===== src/rtl/wb_queue.sv =====
// Write-back queue: a small circular FIFO of pending register-file writes.
// The head entry drains into the register file whenever it is not stalled.
// Operand reads are forwarded from the youngest matching pending entry, so
// consumers never see a stale register-file value.
module wb_queue #(
   parameter int WORD_SIZE = 32,
   parameter int DEPTH     = 4
) (
   input  logic                      i_clk,
   input  logic                      i_rst,
   input  logic                      i_valid,
   output logic                      o_ready,
   input  logic [4:0]                i_rd,
   input  logic [WORD_SIZE-1:0]      i_data,
   input  logic                      i_stall,
   output logic                      o_Wen,
   output logic [4:0]                o_Wnum,
   output logic [WORD_SIZE-1:0]      o_Wd,
   input  logic [4:0]                i_Rnum1,
   input  logic [4:0]                i_Rnum2,
   input  logic [WORD_SIZE-1:0]      i_RfRd1,
   input  logic [WORD_SIZE-1:0]      i_RfRd2,
   output logic [WORD_SIZE-1:0]      o_Rd1,
   output logic [WORD_SIZE-1:0]      o_Rd2,
   output logic [$clog2(DEPTH):0]    o_count
);

   localparam int PTR_W = $clog2(DEPTH);
   localparam int CNT_W = PTR_W + 1;
   localparam logic [CNT_W-1:0] FULL_COUNT = CNT_W'(DEPTH);

   logic [4:0]           rd_q   [DEPTH];
   logic [WORD_SIZE-1:0] data_q [DEPTH];
   logic [PTR_W-1:0]     head_q, head_d;
   logic [PTR_W-1:0]     tail_q, tail_d;
   logic [CNT_W-1:0]     count_q, count_d;

   logic accept;
   logic store;
   logic pop;

   // Handshake and drain qualifiers; a reset cycle neither stores nor writes.
   always_comb begin
      o_ready = (count_q != FULL_COUNT);
      accept  = i_valid & o_ready & ~i_rst;
      store   = accept & (i_rd != 5'd0);
      o_Wen   = (count_q != '0) & ~i_stall & ~i_rst;
      pop     = o_Wen;
      o_Wnum  = rd_q[head_q];
      o_Wd    = data_q[head_q];
      o_count = count_q;
   end

   // Next-state for pointers and occupancy; wrap is implicit in the pointer width.
   always_comb begin
      head_d  = head_q;
      tail_d  = tail_q;
      count_d = count_q;
      if (store) tail_d = tail_q + 1'b1;
      if (pop)   head_d = head_q + 1'b1;
      case ({store, pop})
         2'b10:   count_d = count_q + 1'b1;
         2'b01:   count_d = count_q - 1'b1;
         default: count_d = count_q;
      endcase
   end

   // Pointer and occupancy registers with synchronous reset.
   always_ff @(posedge i_clk) begin
      if (i_rst) begin
         head_q  <= '0;
         tail_q  <= '0;
         count_q <= '0;
      end else begin
         head_q  <= head_d;
         tail_q  <= tail_d;
         count_q <= count_d;
      end
   end

   // Entry storage; writes at the tail slot on a storing accept.
   // NOTE: the entry array is deliberately not reset -- validity comes from
   // count_q and head_q, so clearing the RAM would only add reset fan-out.
   always_ff @(posedge i_clk) begin
      if (store) begin
         rd_q[tail_q]   <= i_rd;
         data_q[tail_q] <= i_data;
      end
   end

   // Walk entries oldest to youngest so the last match (the youngest) wins.
   function automatic logic [WORD_SIZE-1:0] forward(input logic [4:0]           rnum,
                                                    input logic [WORD_SIZE-1:0] rf_data);
      logic [WORD_SIZE-1:0] res;
      logic [PTR_W-1:0]     idx;
      res = rf_data;
      for (int i = 0; i < DEPTH; i++) begin
         idx = head_q + PTR_W'(i);
         if ((CNT_W'(i) < count_q) && (rd_q[idx] == rnum)) res = data_q[idx];
      end
      if (rnum == 5'd0) res = '0;
      return res;
   endfunction

   // Zero-cycle operand forwarding for both read ports.
   always_comb begin
      o_Rd1 = forward(i_Rnum1, i_RfRd1);
      o_Rd2 = forward(i_Rnum2, i_RfRd2);
   end

endmodule


===== config.mk =====
export PLATFORM = sky130hd
export DESIGN_NAME = wb_queue
export DESIGN_NICKNAME = d
export VERILOG_FILES = /design/src/rtl/wb_queue.sv
export SDC_FILE = /design/constraint.sdc
export NUM_CORES = 1
export LEC_CHECK = 0
export CAP_MARGIN = 20
export CELL_PAD_IN_SITES_DETAIL_PLACEMENT = 1
export CELL_PAD_IN_SITES_GLOBAL_PLACEMENT = 1
export CORE_UTILIZATION = 43
export DETAILED_ROUTE_END_ITERATION = 8
export PLACE_DENSITY_LB_ADDON = 0.1
export SETUP_SLACK_MARGIN = 0.05
export SYNTH_ARGS = -nofsm -noshare
export SYNTH_HDL_FRONTEND = slang
export SYNTH_SLANG_ARGS = --single-unit
export TNS_END_PERCENT = 5

===== constraint.sdc =====
create_clock -name i_clk -period 3.85 [get_ports i_clk]
set_input_delay 1.155 -clock i_clk [delete_from_list [all_inputs] [get_ports i_clk]]
set_output_delay 1.155 -clock i_clk [all_outputs]
set_load 0.02 [all_outputs]

==> metrics.csv, run 1 <==
metric,value,unit
skew,0.0163,ns
clk_pin_slew,0.08,ns
io_buffer_count,220,
cts_tree,built,
p_int,0.00416,W
nFillCells,2601,
synthMostInstantiatedCell,edfxtp_1,
crit_path_start_kind,flop,
grt_max_degree,82,
maxSlewViolCount,0,
r2r_end,o_count[2],
stdcell_area,18300,um2
power_density,349,nW/um2
worstHoldStart,tail_q[0],
num-nets-final,1461,
cp.required,2.69,ns
cp_data_arrival_time,3.31,ns
grt_pass1_wl,81900,um
syn-mean-instance-area,12.1,um2
dpl_cell_area,16600,um2
via_count,12600,
numCtsBuffers,17,
leakage,6.01,nW
drive_gt1_share,43.3,%
ys_ff_latch,157,
tightest_slew,0.607,ns
p_switching,0.00222,W
total_power,0.00638,W
netlist_top_cells_area,"edfxtp_1, mux4_2, o21ai_0",
floorplan.rows,60,
grtUsageTotal,39.2,%
fmax,224,MHz
outcome,"finished, violations left",
hold_end,tail_q[0],
end_kind,primary output,
cts_num_sinks,157,
ys_types,37,
syn_to_final_growth,52.2,%
violations,negative setup slack,
ys_seq_area_share,38.5,%
wl_per_cell,34.1,um
syn_nets,1117,
p_seq_share,30.9,%
synth_top_cell_area_share,37.0,%
drt.antenna.violating_nets,0,
dp_hpwl,32700,um
clk_path_buf_depth,2,
synthFlopType,edfxtp_1,
synth-async-reset-ratio,0,%
totalWireLength,58800,um
maxCapViolCount,0,
clkLatencyLatePin,0.44,ns
grt_pass1_vias,12900,
syn_area,12000,um2
r2r_cells,11,
synth.largest_area_cell,edfxtp_1,
hold_viol_final,0,
tns,-31.98,ns
core-area,27200,um2
r2r_setup_slack,1.25,ns
gp_congestion,0.868,
via_per_inst,7.30,
timing.final.crit_share,116,%
setup_viol,64,
dieArea,28600,um2
io_pins,221,
die_h,169,um
crit_type,reg -> out,
vdd_ir_drop_max,327,uV
dr.pass1.iters,6,
critPathMaxFanout,8,
r2r-start,o_count[0],
overflow,0,
root_buffer,clkbuf_16,
synth_commonest_cells,"edfxtp_1, mux4_2, o21ai_0, a21oi_1, nor3_1",
synthCells,993,
fp.dieW,169,um
synth-edff-count,148,
antenna_found_initial,2,
combinationalPowerShare,42.0,%
sw_frac_of_total,34.8,%
drt_iter0_drc,1795,
clockPowerShare,27.1,%
initial_core_util,44.2,%
cts_max_level,4,
hold_path.class,reg -> reg,
remaining_drc_errors,0,
rsz0062_at_grt,true,
slew_headroom,59.6,%
finalWorstPathRequiredPeriod,4.46,ns
setup_ws,-0.612,ns
holdPathStages,2,
yosysWarnings,0,
## placed cells by master (no fill, tap or decap), drive strengths merged, types with 2 or more instances in the layout
master and n:
mux4 148, ha 9, inv 8, mux2i 2
o221a 2, nand2 11, edfxtp 148, dlygate4sd2 8
bufinv 2, and4 2, a211oi 2, diode 2
dlymetal6s2s 2, a311o 62, clkbuf 25, xnor2 39
and2 6, a21oi 127, dfxtp 9, a311oi 2
clkinv 7, mux2 2, nor2 12, nand3 64
o21ai 128, nand4 8, nor3 69, buf 286
a21o 2, clkinvlp 2, or2 4, xor2 5
clkdlybuf4s50 144
## cell type report
| class | count | area [um2] | share of cell area, % |
|---|---|---|---|
| Timing Repair Buffer | 447 | 4870 | 26.6 |
| Inverter | 6 | 22.5 | 0.123 |
| Tap cell | 372 | 465 | 2.55 |
| Antenna cell | 2 | 5.00 | 0.0274 |
| Sequential cell | 157 | 4640 | 25.4 |
| Clock inverter | 13 | 143 | 0.780 |
| Multi-Input combinational cell | 708 | 7710 | 42.2 |
| Clock buffer | 18 | 429 | 2.35 |
## worst max path at each step
stage / startpoint / to / slack, ns / cells past startpoint
global route: flop / o_Rd2[10] / -0.62 / 11
detailed placement: i_Rnum2[2] / o_Rd2[30] / -1.22 / 8
CTS: flop / o_Rd1[7] / -0.48 / 11
floorplan: i_Rnum2[2] / o_Rd2[0] / 0.05 / 7
finish: flop / o_Rd1[10] / -0.61 / 9
global placement: i_Rnum2[2] / o_Rd2[30] / -1.21 / 8
## metrics by stage
| step | hold WS (ns) | setup slack, ns | std cells | util (%) |
|---|---|---|---|---|
| floorplan | 0.514 | 0.0456 | 993 | - |
| global placement | 0.549 | -1.21 | 1635 | 61.0 |
| detailed placement | 0.586 | -1.22 | 1635 | 61.0 |
| CTS | 0.604 | -0.478 | 1706 | 65.7 |
| global route | 0.653 | -0.618 | 1723 | 67.3 |
| finish | 0.614 | -0.612 | 1723 | 67.3 |
## worst max-delay path, stage by stage (launching register included)
cell and delay [ns]:
dfxtp_4 0.41, buf_12 0.12, mux4_2 0.58, xnor2_1 0.29
and4_4 0.42, buf_12 0.18, nand3_2 0.07, a311o_1 0.44
a21oi_4 0.21, buf_6 0.14
## registers in the layout (all words and copies together) (netlist names), named ones only
signal   cells
data_q     128
rd_q        20
o_count      3
head_q       2
tail_q       2
## logic make-up (layout without fill, tap and decap cells)
group / Yosys count / in the layout / synth area share [%]
flip-flops: 157 / 157 / 38.5
other: 0 / 2 / 0
buffers and inverters: 128 / 484 / 4.92
multiplexers: 152 / 152 / 28.2
AO/OA/AOI/OAI: 325 / 325 / 16.4
XOR/XNOR: 44 / 44 / 3.33
adder cells (fa/ha/maj): 9 / 9 / 0.938
AND/OR/NAND/NOR: 178 / 178 / 7.75
## routing by layer
layer | share of wire, % | GRT usage, % | wire length [um]
met1 | 35 | 49.2 | 20500
met2 | 46 | 62.6 | 27000
met3 | 12 | 9.12 | 7250
met4 | 7.0 | 22.6 | 4110
met5 | 0 | 0 | 0
## power groups by stage
stage                     combinational [W]  sequential [W]  clock (W)
final                               0.00268         0.00198    0.00173
after detailed placement            0.00220         0.00201          0
after global routing                0.00273         0.00198    0.00178
after floorplan                     0.00125         0.00199          0
after global placement              0.00218         0.00200          0
after CTS                           0.00247         0.00197    0.00171
## what timing repair did
item | CTS | global route
hold buffers | 0 | 0
gates resized for setup | 409 | 68
setup buffers | 31 | 12
setup endpoints to repair | 91 | 92
pin swaps | 52 | 53
cloned | 9 | 5
Power figures use the tool's default switching activity.
==> inputs of run 2 (changes only) <==
--- a/config.mk
+++ b/config.mk
@@ -8,10 +8,12 @@
 export CAP_MARGIN = 20
 export CELL_PAD_IN_SITES_DETAIL_PLACEMENT = 1
 export CELL_PAD_IN_SITES_GLOBAL_PLACEMENT = 1
-export CORE_UTILIZATION = 43
+export CORE_UTILIZATION = 44
+export CTS_BUF_LIST = sky130_fd_sc_hd__clkbuf_4 sky130_fd_sc_hd__clkbuf_8
 export DETAILED_ROUTE_END_ITERATION = 8
 export PLACE_DENSITY_LB_ADDON = 0.1
 export SETUP_SLACK_MARGIN = 0.05
+export SKIP_LAST_GASP = 1
 export SYNTH_ARGS = -nofsm -noshare
 export SYNTH_HDL_FRONTEND = slang
 export SYNTH_SLANG_ARGS = --single-unit
==> metrics.csv, run 2 (synthesis gave the netlist of run 1 again) <==
metric,value,unit
drt_iter0_drc,1553,
regMostFlops,data_q,
hold_viol_final,0,
wl_per_cell,32.6,um
gp_congestion,0.899,
io_buffer_count,220,
grt_pass1_wl,77700,um
clkLatencyLatePin,0.48,ns
io_pins,221,
crit_type,reg -> out,
cts_num_sinks,157,
via_count,12100,
p_seq_share,35.5,%
holdPathStages,2,
end_kind,primary output,
stdcell_area,17300,um2
cp_slowest_cell,mux4_2,
die_h,167,um
r2r_cells,8,
outcome,"finished, violations left",
dpl_cell_area,16400,um2
cts_max_level,4,
setup_viol,91,
floorplan.rows,60,
dieArea,28000,um2
via_per_inst,7.27,
core-area,26900,um2
numCtsBuffers,17,
leakage,5.63,nW
initial_core_util,44.7,%
grt_max_degree,58,
skew,0.0132,ns
tns,-31.76,ns
critPathMaxFanout,8,
hold_path.class,reg -> reg,
drt.antenna.violating_nets,0,
cts_tree,built,
violations,negative setup slack,
combinationalPowerShare,42.7,%
final_core_util,64.5,%
tightest_slew,0.958,ns
p_switching,0.00208,W
slew_headroom,36.1,%
rsz0062_at_grt,true,
layout.cells.most_common,buf_4,
vdd_ir_drop_max,228,uV
finalWorstPathRequiredPeriod,4.39,ns
dp_hpwl,33300,um
timing.final.crit_share,114,%
ctsHoldBuffers,0,
grt_pass1_vias,12500,
sw_frac_of_total,37.5,%
fmax,228,MHz
totalWireLength,54200,um
drive_gt1_share,43.1,%
largest_reg_flops,128,
max_stage_delay,0.58,ns
syn_to_final_growth,44.3,%
num-nets-final,1436,
antenna_found_initial,0,
grtUsageTotal,37.4,%
maxSlewViolCount,0,
clk_pin_slew,0.11,ns
power_density,321,nW/um2
layout_common_cells,"buf_4, mux4_2, edfxtp_1",
cp_data_arrival_time,3.23,ns
setup_ws,-0.538,ns
overflow,0,
p_int,0.00347,W
crit_path_start_kind,flop,
root_buffer,clkbuf_8,
fp.dieW,167,um
holdWs,0.583,ns
remaining_drc_errors,0,
crit_path_cell_trace,mux4_2 -> buf_4 -> xnor2_4 -> and4_4 -> buf_12 -> buf_16 -> nand3_1 -> a311o_1 -> a21oi_2 -> buf_6,
clockPowerShare,21.8,%
clk_path_buf_depth,2,
dr.pass1.iters,6,
maxCapViolCount,0,
antenna_cells,0,
cp.required,2.69,ns
-- run 2: power groups by stage --
| stage | sequential, W | combinational [W] | clock (W) |
|---|---|---|---|
| final | 0.00197 | 0.00237 | 0.00121 |
| after global routing | 0.00198 | 0.00244 | 0.00126 |
| after CTS | 0.00197 | 0.00222 | 0.00121 |
| after detailed placement | 0.00201 | 0.00219 | 0 |
| after global placement | 0.00200 | 0.00214 | 0 |
| after floorplan | 0.00199 | 0.00125 | 0 |
-- run 2: cell type report --
type / count / area [um2]
Sequential cell: 157 / 4640
Timing Repair Buffer: 422 / 4110
Tap cell: 341 / 427
Fill cell: 2663 / 9550
Clock inverter: 15 / 126
Inverter: 6 / 22.5
Multi-Input combinational cell: 708 / 7770
Clock buffer: 17 / 234
-- run 2: path summary, 6_finish.rpt --
path	from	end	slack (ns)
max	rd_q[1][2]	o_Rd2[0]	-0.54
min	tail_q[1]	tail_q[1]	0.58
max reg2reg	o_count[0]	o_count[2]	1.47
min reg2reg	tail_q[1]	tail_q[1]	0.58
-- run 2: per-stage QoR --
step,total power (W),std cells,worst slack [ns]
2_1_floorplan,0.00324,993,0.0456
3_3_place_gp,0.00415,1602,-1.12
3_5_place_dp,0.00420,1602,-1.18
4_1_cts,0.00539,1651,-0.457
5_1_grt,0.00568,1666,-0.590
6_report,0.00555,1666,-0.538
-- run 2: per-layer routing --
layer  GRT usage (%)  share of wire (%)
met1            45.9                 35
met2            61.9                 49
met3            6.88                 10
met4            22.2                5.8
met5               0                  0
-- run 2: worst max-delay path: cells and delay by family (launching register included) --
kind	cells	cell delay [ns]
buffers and inverters	4	0.58
muxes	1	0.58
AOI/OAI and AO/OA	2	0.52
DFF	1	0.51
and+or+nand+nor	2	0.39
xor gates and xnor gates	1	0.14
-- run 2: timing repair --
item | 4_1_cts | 5_1_grt
setup buffers | 12 | 12
resized for setup | 324 | 50
endpoints found under the setup margin | 91 | 92
pin swaps | 28 | 15
hold endpoints to repair | 0 | 0
gates cloned | 6 | 3
==> inputs of run 3 (changes only) <==
--- a/config.mk
+++ b/config.mk
@@ -13,7 +13,6 @@
 export DETAILED_ROUTE_END_ITERATION = 8
 export PLACE_DENSITY_LB_ADDON = 0.1
 export SETUP_SLACK_MARGIN = 0.05
-export SKIP_LAST_GASP = 1
 export SYNTH_ARGS = -nofsm -noshare
 export SYNTH_HDL_FRONTEND = slang
 export SYNTH_SLANG_ARGS = --single-unit
==> metrics.csv, run 3 (synthesis gave the netlist of run 1 again) <==
metric,value,unit
fmax,226,MHz
floorplan.rows,60,
cts_tree,built,
overflow,0,
clk_pin_slew,0.10,ns
dpl_cell_area,16400,um2
die_h,167,um
largest_reg_flops,128,
io_pins,221,
path_delay_family,buffers and inverters,
core-area,26900,um2
regMostFlops,data_q,
crit_type,in -> out,
multi_input_area,7790,um2
ctsHoldBuffers,0,
tightest_slew,0.969,ns
max_stage_delay,0.41,ns
remaining_drc_errors,0,
numCtsBuffers,17,
io_buffer_count,220,
cp_num_buf_inv,5,
gp_congestion,0.899,
grtUsageTotal,37.8,%
vdd_ir_drop_max,219,uV
syn_to_final_growth,44.1,%
cp.required,2.69,ns
totalWireLength,53700,um
setup_ws,-0.578,ns
layout.cells.most_common,buf_4,
outcome,"finished, violations left",
crit_path_cell_trace,dlygate4sd2_1 -> buf_4 -> xnor2_1 -> nand4_1 -> or2_4 -> buf_4 -> o21ai_0 -> buf_4 -> a21oi_4 -> buf_2,
ff_latch_area,4640,um2
total_power,0.00556,W
antenna_cells,0,
crit_path_start_kind,input pin,
critPathMaxFanout,11,
hold_viol_final,0,
layout_common_cells,"buf_4, edfxtp_1, mux4_2",
wl_per_cell,32.4,um
cp_data_arrival_time,3.27,ns
maxSlewViolCount,0,
cts_max_level,4,
startpoint,i_Rnum1[3],
post-place-ws,-1.18,ns
end_kind,primary output,
timing.final.crit_share,115,%
violations,negative setup slack,
fp.dieW,167,um
root_buffer,clkbuf_8,
cp_slowest_cell,dlygate4sd2_1,
rsz0062_at_grt,true,
drt_iter0_drc,1533,
finalWorstPathRequiredPeriod,4.43,ns
leakage,5.60,nW
r2r-start,o_count[0],
drt.antenna.violating_nets,0,
slew_headroom,35.4,%
grt_pass1_wl,78500,um
cp_common_cell,buf_4,
stdcell_area,17300,um2
grt_max_degree,58,
dp_hpwl,33300,um
clk_path_buf_depth,2,
grt_pass1_vias,12700,
skew,0.0183,ns
dieArea,28000,um2
power_density,321,nW/um2
dr.pass1.iters,6,
antenna_found_initial,1,
via_count,12100,
drive_gt1_share,43.0,%
via_per_inst,7.32,
nFillCells,2639,
hold_path.class,reg -> reg,
maxCapViolCount,0,
cts_num_sinks,157,
clkLatencyLatePin,0.48,ns
num-nets-final,1426,
worstHoldStart,tail_q[1],
setup_viol,64,
initial_core_util,44.7,%
run 3: cell types whose count changed in the layout (fill, tap and decap cells not counted), moves of 2 or more:
cell,before,now
o21ai_1,5,9
buf_2,47,28
clkbuf_16,3,0
buf_4,158,160
buf_6,17,27
o21ai_0,121,118
a21oi_2,3,7
a21oi_1,64,59
run 3: final timing paths:
check / endpoint / slack [ns] / cells past startpoint
worst max-delay path: o_Rd1[30] / -0.58 / 10
worst min-delay path: tail_q[1] / 0.58 / 2
worst max register to register: o_count[2] / 1.36 / 11
worst min register to register: tail_q[1] / 0.58 / 2
run 3: power breakdown:
part           leakage, nW  switching (W)  internal, W
Sequential            1.42      0.0000536      0.00192
Combinational         3.99        0.00128      0.00109
Clock                0.184       0.000750     0.000467
run 3: stage by stage:
step / utilization [%] / std cells / hold WS [ns] / TNS (ns)
after floorplan: - / 993 / 0.514 / 0
after global placement: 61.1 / 1602 / 0.548 / -65.79
after detailed placement: 61.1 / 1602 / 0.569 / -69.81
after CTS: 63.6 / 1651 / 0.589 / -24.03
after global routing: 64.4 / 1656 / 0.612 / -34.86
final: 64.4 / 1656 / 0.584 / -30.90
run 3: worst register-to-register path, stage by stage (launching register included):
cell and delay (ns):
dfxtp_1 0.43, buf_4 0.20, inv_1 0.07, ha_1 0.24, nand2_1 0.09, nand3b_1 0.09, a21oi_1 0.14, buf_4 0.18
inv_1 0.06, ha_1 0.34, or3_1 0.38, a21oi_1 0.19
run 3: repair_timing:
action                     CTS  global route
setup buffers               12             5
resized for setup          370            45
setup endpoints to repair   91            92
pin swaps                   33            11
gates cloned                 6             0
run 3: final cells by class:
cell class | instances | area share (%)
clock buffer | 17 | 1.35
clock inverter | 15 | 0.730
inverter | 6 | 0.130
multi-input combinational | 708 | 45.0
sequential | 157 | 26.8
tap | 341 | 2.47
timing repair buffer | 412 | 23.5
run 3: layer usage:
metal	GRT usage (%)	routed length (um)
met4	21.5	2800
met2	62.9	26500
met1	46.2	19000
met3	7.42	5370
met5	0	14
